`config.mk`:
```
export PLATFORM = sky130hd
export DESIGN_NAME = mem_bus_arbiter
export DESIGN_NICKNAME = d
export VERILOG_FILES = /design/src/rtl/mem_bus_pkg.sv /design/src/rtl/mfc_sync.sv /design/src/rtl/mem_bus_arbiter.sv
export SDC_FILE = /design/constraint.sdc
export NUM_CORES = 1
export LEC_CHECK = 0
export ABC_AREA = 1
export ABC_CLOCK_PERIOD_IN_PS = 6200
export CAP_MARGIN = 25
export CORE_ASPECT_RATIO = 0.5
export CORE_UTILIZATION = 47
export DETAILED_ROUTE_END_ITERATION = 8
export GPL_ROUTABILITY_DRIVEN = 0
export GPL_TIMING_DRIVEN = 0
export PLACE_DENSITY = 0.85
export SLEW_MARGIN = 20
export SYNTH_ARGS = -nofsm -noshare
export SYNTH_HDL_FRONTEND = slang
export SYNTH_HIERARCHICAL = 1
export SYNTH_SLANG_ARGS = --single-unit
```
`constraint.sdc`:
```
create_clock -name clk -period 6.2 [get_ports clk]
set_input_delay 0.93 -clock clk [delete_from_list [all_inputs] [get_ports clk]]
set_output_delay 0.93 -clock clk [all_outputs]
set_load 0.03 [all_outputs]
```
`src/rtl/mem_bus_pkg.sv`:
```
// Shared types and constants for the MEM bus arbiter: FSM states, requester ids,
// MEM R_W encoding and the two-requester alternation rule.
package mem_bus_pkg;

    typedef enum logic [2:0] {
        IDLE,
        SETUP,
        ACCESS,
        RELEASE,
        DONE
    } state_e;

    localparam logic GNT_F     = 1'b0;
    localparam logic GNT_D     = 1'b1;

    localparam logic MEM_READ  = 1'b1;
    localparam logic MEM_WRITE = 1'b0;

    // A lone requester wins outright; on a tie the one not served last wins.
    function automatic logic arb_pick(input logic f_req, input logic d_req, input logic last);
        if (f_req && d_req) begin
            return ~last;
        end
        return d_req ? GNT_D : GNT_F;
    endfunction

endpackage

```
`src/rtl/mfc_sync.sv`:
```
// Two-flop synchroniser for MEM status inputs (and the reset release); clears to 0
// asynchronously so a cleared output never depends on the input during reset.
module mfc_sync #(
    parameter int W = 1
) (
    input  logic         clk,
    input  logic         reset,
    input  logic [W-1:0] d,
    output logic [W-1:0] q
);

    logic [W-1:0] meta_q, meta_d;
    logic [W-1:0] sync_q, sync_d;

    always_comb begin
        meta_d = d;
        sync_d = meta_q;
    end

    always_ff @(posedge clk or negedge reset) begin
        if (!reset) begin
            meta_q <= '0;
            sync_q <= '0;
        end else begin
            meta_q <= meta_d;
            sync_q <= sync_d;
        end
    end

    assign q = sync_q;

endmodule

```
`src/rtl/mem_bus_arbiter.sv`:
```
// Shares one single-port MEM between fetch (F) and load/store (D): alternating arbitration,
// registered EN sequencing with a synchronised MFC, per-request ack and timeout error.
module mem_bus_arbiter
    import mem_bus_pkg::*;
#(
    parameter int ADDR_W  = 16,
    parameter int DATA_W  = 16,
    parameter int TIMEOUT = 64
) (
    input  logic              clk,
    input  logic              reset,
    input  logic              f_req,
    input  logic [ADDR_W-1:0] f_addr,
    output logic [DATA_W-1:0] f_rdata,
    output logic              f_ack,
    output logic              f_err,
    input  logic              d_req,
    input  logic              d_rw,
    input  logic [ADDR_W-1:0] d_addr,
    input  logic [DATA_W-1:0] d_wdata,
    output logic [DATA_W-1:0] d_rdata,
    output logic              d_ack,
    output logic              d_err,
    output logic [ADDR_W-1:0] mem_addr,
    output logic [DATA_W-1:0] mem_wdata,
    input  logic [DATA_W-1:0] mem_rdata,
    output logic              mem_rw,
    output logic              mem_en,
    input  logic              mem_mfc
);

    localparam int CNT_W = $clog2(TIMEOUT);

    logic rst_n_s;
    logic mfc_s;

    // Reset asserts asynchronously (EN drops at once) but releases on a clock edge.
    mfc_sync #(.W(1)) u_rst_sync (
        .clk   (clk),
        .reset (reset),
        .d     (1'b1),
        .q     (rst_n_s)
    );

    mfc_sync #(.W(1)) u_mfc_sync (
        .clk   (clk),
        .reset (rst_n_s),
        .d     (mem_mfc),
        .q     (mfc_s)
    );

    state_e             state_q, state_d;
    logic               grant_q, grant_d;
    logic               last_grant_q, last_grant_d;
    logic [CNT_W-1:0]   cnt_q, cnt_d;
    logic               err_q, err_d;
    logic               mem_en_q, mem_en_d;
    logic               mem_rw_q, mem_rw_d;
    logic [ADDR_W-1:0]  mem_addr_q, mem_addr_d;
    logic [DATA_W-1:0]  mem_wdata_q, mem_wdata_d;
    logic [DATA_W-1:0]  f_rdata_q, f_rdata_d;
    logic [DATA_W-1:0]  d_rdata_q, d_rdata_d;
    logic               f_ack_q, f_ack_d;
    logic               d_ack_q, d_ack_d;
    logic               f_err_q, f_err_d;
    logic               d_err_q, d_err_d;
    logic               gnt;

    assign gnt = arb_pick(f_req, d_req, last_grant_q);

    always_comb begin
        state_d      = state_q;
        grant_d      = grant_q;
        last_grant_d = last_grant_q;
        cnt_d        = cnt_q;
        err_d        = err_q;
        mem_en_d     = 1'b0;
        mem_rw_d     = mem_rw_q;
        mem_addr_d   = mem_addr_q;
        mem_wdata_d  = mem_wdata_q;
        f_rdata_d    = f_rdata_q;
        d_rdata_d    = d_rdata_q;
        f_ack_d      = 1'b0;
        d_ack_d      = 1'b0;
        f_err_d      = 1'b0;
        d_err_d      = 1'b0;

        unique case (state_q)
            IDLE: begin
                if (f_req || d_req) begin
                    grant_d      = gnt;
                    last_grant_d = gnt;
                    err_d        = 1'b0;
                    if (gnt == GNT_D) begin
                        mem_addr_d  = d_addr;
                        mem_rw_d    = d_rw;
                        mem_wdata_d = d_wdata;
                    end else begin
                        mem_addr_d  = f_addr;
                        mem_rw_d    = MEM_READ;
                        mem_wdata_d = '0;
                    end
                    state_d = SETUP;
                end
            end

            SETUP: begin
                mem_en_d = 1'b1;
                state_d  = ACCESS;
            end

            ACCESS: begin
                cnt_d = cnt_q + CNT_W'(1);
                if (mfc_s) begin
                    // MEM keeps dataOut valid while MFC is high, so the raw bus is safe here.
                    if (mem_rw_q == MEM_READ) begin
                        if (grant_q == GNT_D) begin
                            d_rdata_d = mem_rdata;
                        end else begin
                            f_rdata_d = mem_rdata;
                        end
                    end
                    state_d = RELEASE;
                end else if (cnt_q == CNT_W'(TIMEOUT - 1)) begin
                    err_d   = 1'b1;
                    state_d = RELEASE;
                end else begin
                    mem_en_d = 1'b1;
                end
            end

            RELEASE: begin
                if (!mfc_s) begin
                    f_ack_d = (grant_q == GNT_F);
                    d_ack_d = (grant_q == GNT_D);
                    f_err_d = (grant_q == GNT_F) && err_q;
                    d_err_d = (grant_q == GNT_D) && err_q;
                    state_d = DONE;
                end
            end

            DONE: begin
                cnt_d   = '0;
                state_d = IDLE;
            end

            default: begin
                state_d = IDLE;
            end
        endcase
    end

    always_ff @(posedge clk or negedge rst_n_s) begin
        if (!rst_n_s) begin
            state_q      <= IDLE;
            grant_q      <= GNT_F;
            last_grant_q <= GNT_F;
            cnt_q        <= '0;
            err_q        <= 1'b0;
            mem_en_q     <= 1'b0;
            mem_rw_q     <= MEM_READ;
            mem_addr_q   <= '0;
            mem_wdata_q  <= '0;
            f_rdata_q    <= '0;
            d_rdata_q    <= '0;
            f_ack_q      <= 1'b0;
            d_ack_q      <= 1'b0;
            f_err_q      <= 1'b0;
            d_err_q      <= 1'b0;
        end else begin
            state_q      <= state_d;
            grant_q      <= grant_d;
            last_grant_q <= last_grant_d;
            cnt_q        <= cnt_d;
            err_q        <= err_d;
            mem_en_q     <= mem_en_d;
            mem_rw_q     <= mem_rw_d;
            mem_addr_q   <= mem_addr_d;
            mem_wdata_q  <= mem_wdata_d;
            f_rdata_q    <= f_rdata_d;
            d_rdata_q    <= d_rdata_d;
            f_ack_q      <= f_ack_d;
            d_ack_q      <= d_ack_d;
            f_err_q      <= f_err_d;
            d_err_q      <= d_err_d;
        end
    end

    assign mem_en    = mem_en_q;
    assign mem_rw    = mem_rw_q;
    assign mem_addr  = mem_addr_q;
    assign mem_wdata = mem_wdata_q;
    assign f_rdata   = f_rdata_q;
    assign d_rdata   = d_rdata_q;
    assign f_ack     = f_ack_q;
    assign d_ack     = d_ack_q;
    assign f_err     = f_err_q;
    assign d_err     = d_err_q;

endmodule

```
# == Word-level counts from Yosys, hierarchy flattened ==
# Cells that the tools add are included.
# totals
register_bits,85
latchBits,0
ram_bits,0
mem_bits_ro,0
inputBits,70
output_inout_bits,70
elab_cells,70
mem_count,0
# classes
n_addsub,1
mul,0
div,0
n_lt_le_gt_ge,0
eq_ne,10
shift,0
n_mux,28
bitwise_logic,1
reduce_logical,12
# ops
op,count
$mux W16,2
$mux W1,18
$mux W3,4
$pmux W3 S4,1
$pmux W6 S2,1
$reduce_and A4 Y1,3
$ne A2 B2 Y1 const B,4
$add A6 B1 Y6 const B,1
$eq A3 B2 Y1 const B,2
$eq A6 B6 Y1 const B,1
$pmux W1 S2,2
$reduce_bool A2 Y1,2
$eq A3 B1 Y1 const B,1
$eq A3 B3 Y1 const B,1
$logic_and A1 B1 Y1,3
$logic_not A3 Y1,1
$ne A3 B2 Y1 const B,1
$reduce_and A3 Y1,1
$reduce_and A2 Y1,1
$logic_or A1 B1 Y1,1
$not A1 Y1,1

# == Longest topological paths before layout ==
# Gate-level depths: netlist (run 1).
# depth
ltp_word,4
depth_mapped,8
depth_no_buf,8

# == Hierarchy ==
# The synthesis (run 1) kept the hierarchy.
# modules_own_cells
module,instances,cells_per_inst,area_per_inst_um2
mem_bus_arbiter,1,396,3595.9
mfc_sync,2,2,50.0

# == Worst setup path after synthesis (run 1) ==
# No wires, ideal clock.
# synth_timing
path_kind,input port to flip-flop
from,in d_req
to,"reg mem_addr_q[10], in the netlist mem_addr[10]"
setup_time_ps,123
arrival_ps,1554
required_time_ps,6077
setup_slack_ps,4523
stages,6
n_path_buf,1
cell_sequence,inv_1 a21oi_4 inv_2 clkbuf_2 o21ai_0 nand2_1
# synth_between
elab_chain_len,4
word_cells_on_any_way,7
# synth_lines
item,line,rtl
"start, declared",mem_bus_arbiter.sv:17,"input logic d_req,"
$logic_and A1 B1 Y1,mem_bus_pkg.sv:21,if (f_req && d_req) begin
$mux W1,mem_bus_pkg.sv:21,
$mux W1,mem_bus_pkg.sv:24,return d_req ? GNT_D : GNT_F;
$mux W16,mem_bus_arbiter.sv:94,if (gnt == GNT_D) begin
"end signal, assigned",mem_bus_arbiter.sv:178,mem_addr_q <= mem_addr_d;
"end, declared",mem_bus_arbiter.sv:59,"logic [ADDR_W-1:0] mem_addr_q, mem_addr_d;"
# Parallel ways exist; a longest one is shown, timed or not.
# A chain may end at the register's enable or synchronous reset.

# == Final worst setup path (run 1) ==
# layout_timing
from,"reg mem_rw_q, in the netlist mem_rw"
to,out mem_rw
# layout_lines
item,line,rtl
"start, declared",mem_bus_arbiter.sv:58,"logic mem_rw_q, mem_rw_d;"
"start signal, assigned",mem_bus_arbiter.sv:177,mem_rw_q <= mem_rw_d;
"end, declared",mem_bus_arbiter.sv:27,"output logic mem_rw,"
# No word-level cell between the ends.

==> summary.md, run 1 <==
| Metric | Value |
|---|---|
| Clock Pin Slew Worst Setup and Hold Paths | 0.06 ns |
| DP Worst Slack | about 3.8 ns |
| Layout Utilization | about three quarters |
| Fin worst setup slack | 3.727 ns |
| Max Clock Freq | 404.3 MHz |
| Period utilisation layout | roughly two fifths |
| Setup slack, reg-to-reg | roughly 4.7 ns |
| Post-DP HPWL | 6.515 mm |
| Largest net degree at the start of global routing | 55 |
| Most common cell after layout, fill and taps aside | clkdlybuf4s50_1 |
| Slowest cell on the critical path | clkdlybuf4s50_1 |
| Total GRT Usage | around 25% |
| Synthesized flop and latch total | 85 |
| Initial antenna violation count | 0 |
| Setup TNS | 0 ns |
| CTS HTree Levels | 3 |
| Input/output buffers | 139 |
| Count of final setup violators | 0 |
| Mean Syn Cell Area | 9.240 µm² |
| Initial DRC Count | between 150 and 200 |
| DR DRC count | 0 |
| Die Y | about 65 µm |
| Required time of the critical path | 5.27 ns |
| DRT Wirelength | between 9 and 10 mm |
| Starting Density | 49.55% |
| Critical Path End Type | primary output |
| Clk_skew | 0.004342 ns |
| Wire length per cell | around 14 µm |
| Leak pwr | 2.646 nW |
| Top delay family on crit path | buffers and inverters |
| Gate Count Post-Synth | 400 |
| Crit path largest cell delay | approximately 0.67 ns |
| Final hold viol count | 0 |
| Vias in the first global route | 3162 |
| Arr. time, crit path | roughly 1.5 ns |
| DRT Pass-1 Iters | 6 |
| Min Clock Period, post-route | about 2.5 ns |
| Die area | around 8000 µm² |
| # IOs | 140 |
| R2R depth | 5 |
| Post-synth cell types | 26 |
| Final layout net count | between 600 and 700 |
| Setup Crit Path Kind | reg -> out |
| Ant diodes | 0 |
| Crit Path Max Fanout | 3 |
| Clock root buffer | clkbuf_16 |
| RR Startpoint | last_grant_q$_DFFE_PN0P_ |
| Total gr overflow | 0 |
| RSZ-0062 raised after global routing | no |
| Synthesis-to-layout area growth | 50.61% |
| Crit path buf inv count | 1 |
| CP Cell Sequence | clkdlybuf4s50_1 |
| CTS buffer count | 9 |
| MaxCap Viol Count | 0 |
| PD cells | between 500 and 600 nW/µm² |
| Clk sinks | 85 |
| Synthesized cell area | ~3700 µm² |
| Largest family of logic cells by synthesized area | simple AND/OR/NAND/NOR gates |
| Startpoint types | flop |
| Status | complete, no violations |
| # resized after CTS | 0 |
| Sequential share of the synthesized area | a little under three fifths |
| Clock Path Buffers | 2 |
| Worst Hold Class | reg -> async |
| XOR/XNOR Fraction of Synth Area | 0% |
| Die span in x | around 130 µm |
| Post-Syn Nets | around 470 |
| Post-Synth Adder-Cell Area | less than 1% |
| # rows | 22 |
| Post-DRT Antenna Nets | 0 |
| First-pass GRT wire length | approximately 16 mm |
| Core ar. | between 7000 and 8000 µm² |
| Peak VDD IR | 0.2888 mV |
| Count of pins over their slew limit | 0 |
| Post-Synth Simple-Gate Area | between 20% and 30% |
| Via density | around 4.8 |
| # Post-CTS Setup Buffers | 0 |
| Worst skew pair latency | 0.33 ns |
| Most frequent cells in the layout | clkdlybuf4s50_1 (139), nand2_1 (130), dfrtp_1 (83) |
| Vias | between 3k and 4k |
| Reg2reg end | mem_addr[15]$_DFFE_PN0P_ |
| Fraction of synthesized area in multiplexers | 0% |
| Yosys warns | 6 |
| CTS tree | built |
| Hold_buf cts | 0 |
| Layout cell share with drive strength beyond 1 | 14.21% |
| Synth Area in Compound Gates | roughly 14% |
## registers in the layout, summed over array words and instances (netlist names)
signal             count
cnt_q                  6
d_ack                  1
d_err                  1
d_rdata               16
err_q                  1
f_ack                  1
f_err                  1
f_rdata               16
last_grant_q           1
mem_addr              16
mem_en                 1
mem_rw                 1
mem_wdata             16
state_q                3
u_mfc_sync/meta_q      1
u_mfc_sync/q           1
u_rst_sync/meta_q      1
u_rst_sync/q           1
## worst max-delay path by stage
stage	from	end	slack, ns	cells after the start
after global routing	mem_rw$_DFFE_PN1P_	mem_rw	3.68	1
after CTS	mem_rw$_DFFE_PN1P_	mem_rw	3.71	1
after detailed placement	d_req	mem_addr[11]$_DFFE_PN0P_	3.80	7
final	mem_rw$_DFFE_PN1P_	mem_rw	3.73	1
after global placement	u_rst_sync/q$_DFF_PN0_	mem_en$_DFF_PN0_	2.75	0
after floorplan	u_rst_sync/q$_DFF_PN0_	cnt_q[0]$_DFFE_PN0P_	3.66	0
## cell usage after synthesis (all sizes together)
| cell type | number | area (µm²) |
|---|---|---|
| a21oi | 6 | 41.29 |
| buf | 16 | 135.1 |
| clkbuf | 2 | 10.01 |
| conb | 1 | 3.750 |
| dfrtp | 84 | 2102 |
| dfstp | 1 | 26.28 |
| ha | 1 | 12.51 |
| inv | 30 | 117.6 |
| nand2 | 133 | 521.8 |
| nand3 | 8 | 52.55 |
| nand4 | 1 | 6.260 |
| nor2 | 44 | 175.2 |
| nor3 | 2 | 10.01 |
| nor4 | 2 | 12.51 |
| o21ai | 69 | 469.2 |
## cell type report
| cell class | instances | area (µm²) |
|---|---|---|
| well taps | 108 | 135.1 |
| inverters | 30 | 117.6 |
| multi-input cells | 267 | 1305 |
| clock buffers | 13 | 270.3 |
| fillers | 538 | 1893 |
| flip-flops and latches | 85 | 2132 |
| repair buffers | 140 | 1419 |
| clock inverters | 3 | 42.54 |
| plain buffers | 18 | 145.1 |
## stage by stage
stage / std cells / hold slack [ns] / cell area (µm²) / total power [mW]
after global placement: 647 / 0.3350 / 5223 / 2.366
final: 664 / 0.2613 / 5567 / 2.947
after detailed placement: 648 / 0.2718 / 5254 / 2.401
after global routing: 664 / 0.3012 / 5567 / 3.132
after floorplan: 400 / 0.3312 / 3696 / 1.812
after CTS: 664 / 0.2783 / 5567 / 2.972
## layer usage
layer / GRT usage (%) / up-vias / share of wire (%)
li1: - / 1562 / -
met1: 29.30 / 1472 / 42
met2: 42.90 / 107 / 49
met3: 7.184 / 20 / 6.8
met4: 11.16 / 0 / 2.5
met5: 0 / - / 0
## power by group
part	total [mW]	switching (mW)	internal (mW)	leakage [nW]
Clock	0.550	0.205	0.344	0.152
Combinational	1.46	0.865	0.595	1.45
Sequential	0.938	0.149	0.789	1.04
## cells by family (layout without fill, tap and decap cells)
kind of cell | after synthesis | count (layout)
buffers and inverters | 48 | 204
AOI/OAI and AO/OA | 75 | 75
adders and majority gates | 1 | 1
and+or+nand+nor | 190 | 190
DFF | 85 | 85
other | 1 | 1
Note: power is estimated with default switching activity, not from simulation.
==> run 2: changes to the inputs <==
- ABC_CLOCK_PERIOD_IN_PS: 6200 -> 2500
- CORE_UTILIZATION: 47 -> 44
- PLACE_DENSITY: 0.85 -> 0.8
- clock period: 6.2 -> 2.5 ns (I/O delays scaled with it)
==> run 2 against run 1 <==
Compared with the run above:
- clock-buffer cell count decreased by 1
- largest cell class unchanged
- critical path depth stayed put
- die area up 6.7%
- final area rose by 0.18%
- global-route usage down 2.9 points
- critical endpoint unchanged
- sequential share of layout area fell by 0.069 points
- non-clock buffer count unchanged
==> summary.md, run 2 (synthesized netlist as in run 1, its figures left out) <==
| Metric | Value |
|---|---|
| Via density | 4.739 (-0.45%) |
| Clk pwr share | 19.5% (+0.8 points) |
| Setup TNS | 0 ns (unchanged) |
| Startpoint types | flop |
| Period utilisation layout | ~77% |
| RR Startpoint | last_grant_q$_DFFE_PN0P_ |
| Most frequent cells in the layout | clkdlybuf4s50_1 (139), nand2_1 (130), dfrtp_1 (83) |
| Clk_skew | 0.006349 ns (+0.002007 ns) |
| # IOs | 140 (unchanged) |
| Status | complete, no violations |
| Slew headroom | approximately 56% |
| Power share of the sequential group | 31.8% (about the same) |
| CTS HTree Levels | 3 (unchanged) |
| Clock Path Buffers | 2 (unchanged) |
| Worst skew pair latency | 0.33 ns (about the same) |
| # rows | 23 (+4.5%) |
| Sw Ratio | 40.63% (-0.72 points) |
| Clock root buffer | clkbuf_16 |
| Min Clock Period, post-route | about 1.9 ns |
| Comb power frac | 48.6% (-0.9 points) |
| Initial antenna violation count | 0 (unchanged) |
| Post-DRT Antenna Nets | 0 (unchanged) |
| PnR Total Power | 7.335 mW (+150%) |
| Met3 wire length | 558 µm (-11%) |
| Crit Path Max Fanout | 3 (unchanged) |
| Max Clock Freq | ~520 MHz |
| Required time of the critical path | 2.12 ns (-3.15 ns) |
| Vias | 3161 (unchanged) |
| # Post-CTS Setup Buffers | 0 (unchanged) |
| Core ar. | 8058 µm² (+8.0%) |
| Setup Crit Path Kind | reg -> out |
| Die Y | 66.81 µm (+3.3%) |
| Clock Pin Slew Worst Setup and Hold Paths | 0.06 ns (about the same) |
| Starting Density | 45.87% (-3.7 points) |
| Layout cell share with drive strength beyond 1 | 14.05% (-0.15 points) |
| Ant diodes | 0 (unchanged) |
| Sw power | 2.980 mW (+140%) |
| Die span in x | 131.6 µm (+3.3%) |
| Hold_buf cts | 0 (unchanged) |
| Pint | 4.355 mW (+150%) |
| Final hold slack | 0.2148 ns (-0.04652 ns) |
| PD cells | 1315 nW/µm² (+150%) |
| R2R depth | 5 (unchanged) |
| RSZ-0062 raised after global routing | no |
| Crit path launch | mem_rw$_DFFE_PN1P_ |
| Setup slack, reg-to-reg | 0.97 ns (-3.74 ns) |
| Top sig layer | met4 |
| Input/output buffers | 139 (unchanged) |
| First-pass GRT wire length | 14.78 mm (-4.7%) |
| Wire length per cell | 13.39 µm (-3.2%) |
| Clk sinks | 85 (unchanged) |
| CP Cell Sequence | clkdlybuf4s50_1 |
| Crit path buf inv count | 1 (unchanged) |
| Arr. time, crit path | 1.56 ns (+0.02 ns) |
| Total GRT Usage | 22.03% (-2.9 points) |
| Tightest Pin Transition | about 0.67 ns |
| Total gr overflow | 0 (unchanged) |
| DRT Wirelength | 8.932 mm (-2.7%) |
| Peak VDD IR | 0.6708 mV (+130%) |
| Reg2reg end | mem_addr[8]$_DFFE_PN0P_ |
| Leak pwr | 2.650 nW (+0.14%) |
| DRT Pass-1 Iters | 4 (-2) |
| # resized after CTS | 0 (unchanged) |
| MaxCap Viol Count | 0 (unchanged) |
| CTS tree | built |
| DP Worst Slack | 0.5869 ns (-3.211 ns) |
| Filler Cell Count | 648 (+20%) |
| Critical Path End Type | primary output |
| Count of pins over their slew limit | 0 (unchanged) |
| Initial DRC Count | 126 (-28%) |
| Fin worst setup slack | 0.5647 ns (-3.162 ns) |
| Largest net degree at the start of global routing | 52 (-5.5%) |
| Path length in cells of the critical path | 1 (unchanged) |
| Post-DP HPWL | 6.422 mm (-1.4%) |
| Crit path largest cell delay | 0.68 ns (about the same) |
| Most common cell after layout, fill and taps aside | clkdlybuf4s50_1 |
| Slowest cell on the critical path | clkdlybuf4s50_1 |
| Top delay family on crit path | buffers and inverters |
| Final hold viol count | 0 (unchanged) |
| Placed instance count | 652 (+0.62%) |
| CTS buffer count | 9 (unchanged) |
| Vias in the first global route | 3112 (-1.6%) |
| DR DRC count | 0 (unchanged) |
| Detail Route met2 WL | 4.251 mm (-5.3%) |
| Final Non-Filler Cells | 667 (+0.45%) |
| WL met1 | 3.940 mm (+2.8%) |
| Count of final setup violators | 0 (unchanged) |
| Die area | 8793 µm² (+6.7%) |
| Final layout net count | 622 (unchanged) |
| CP Capture Point | mem_rw |
| Worst Hold Class | in -> async |
| Synthesis-to-layout area growth | 50.88% |
run 2: changes by cell type in the layout (fill, tap and decap cells not counted), sizes merged:
cell      previous run  this run
bufinv               1         2
clkinvlp             1         0
clkbuf              15        14
run 2: layer usage:
metal,vias up,track usage [%]
met1,1491,25.67
met3,19,7.534
met2,94,38.10
met4,0,8.721
met5,-,0
li1,1557,-
run 2: area by class of cell:
| cell class | count | area [µm²] | area share (%) |
|---|---|---|---|
| Multi-Input combinational cell | 267 | 1305 | 23.40 |
| Sequential cell | 85 | 2132 | 38.23 |
| Timing Repair Buffer | 140 | 1411 | 25.31 |
| Inverter | 30 | 117.6 | 2.109 |
| Buffer | 18 | 145.1 | 2.603 |
| Tap cell | 112 | 140.1 | 2.513 |
| Clock inverter | 3 | 68.82 | 1.234 |
| Clock buffer | 12 | 256.5 | 4.600 |
run 2: power by group through the flow:
stage	clock (mW)	sequential, mW	combinational, mW
4_1_cts	1.47	2.34	3.61
6_report	1.43	2.34	3.57
3_5_place_dp	0	2.35	3.60
2_1_floorplan	0	3.30	1.19
3_3_place_gp	0	2.34	3.52
5_1_grt	1.51	2.42	3.86
run 2: worst min path at each step:
| stage | end | slack, ns | depth (start not counted) |
|---|---|---|---|
| 6_report | u_rst_sync/q$_DFF_PN0_ | 0.21 | 1 |
| 5_1_grt | u_rst_sync/q$_DFF_PN0_ | 0.22 | 1 |
| 4_1_cts | u_rst_sync/q$_DFF_PN0_ | 0.21 | 1 |
| 3_5_place_dp | u_rst_sync/q$_DFF_PN0_ | 0.36 | 0 |
| 3_3_place_gp | u_rst_sync/q$_DFF_PN0_ | 0.33 | 0 |
| 2_1_floorplan | u_rst_sync/meta_q$_DFF_PN0_ | 0.08 | 0 |
run 2: through the flow:
| step | area, µm² | util [%] |
|---|---|---|
| after global routing | 5577 | 69.21 |
| after global placement | 5229 | 64.89 |
| after floorplan | 3697 | - |
| after CTS | 5577 | 69.21 |
| after detailed placement | 5251 | 65.17 |
| final | 5577 | 69.21 |
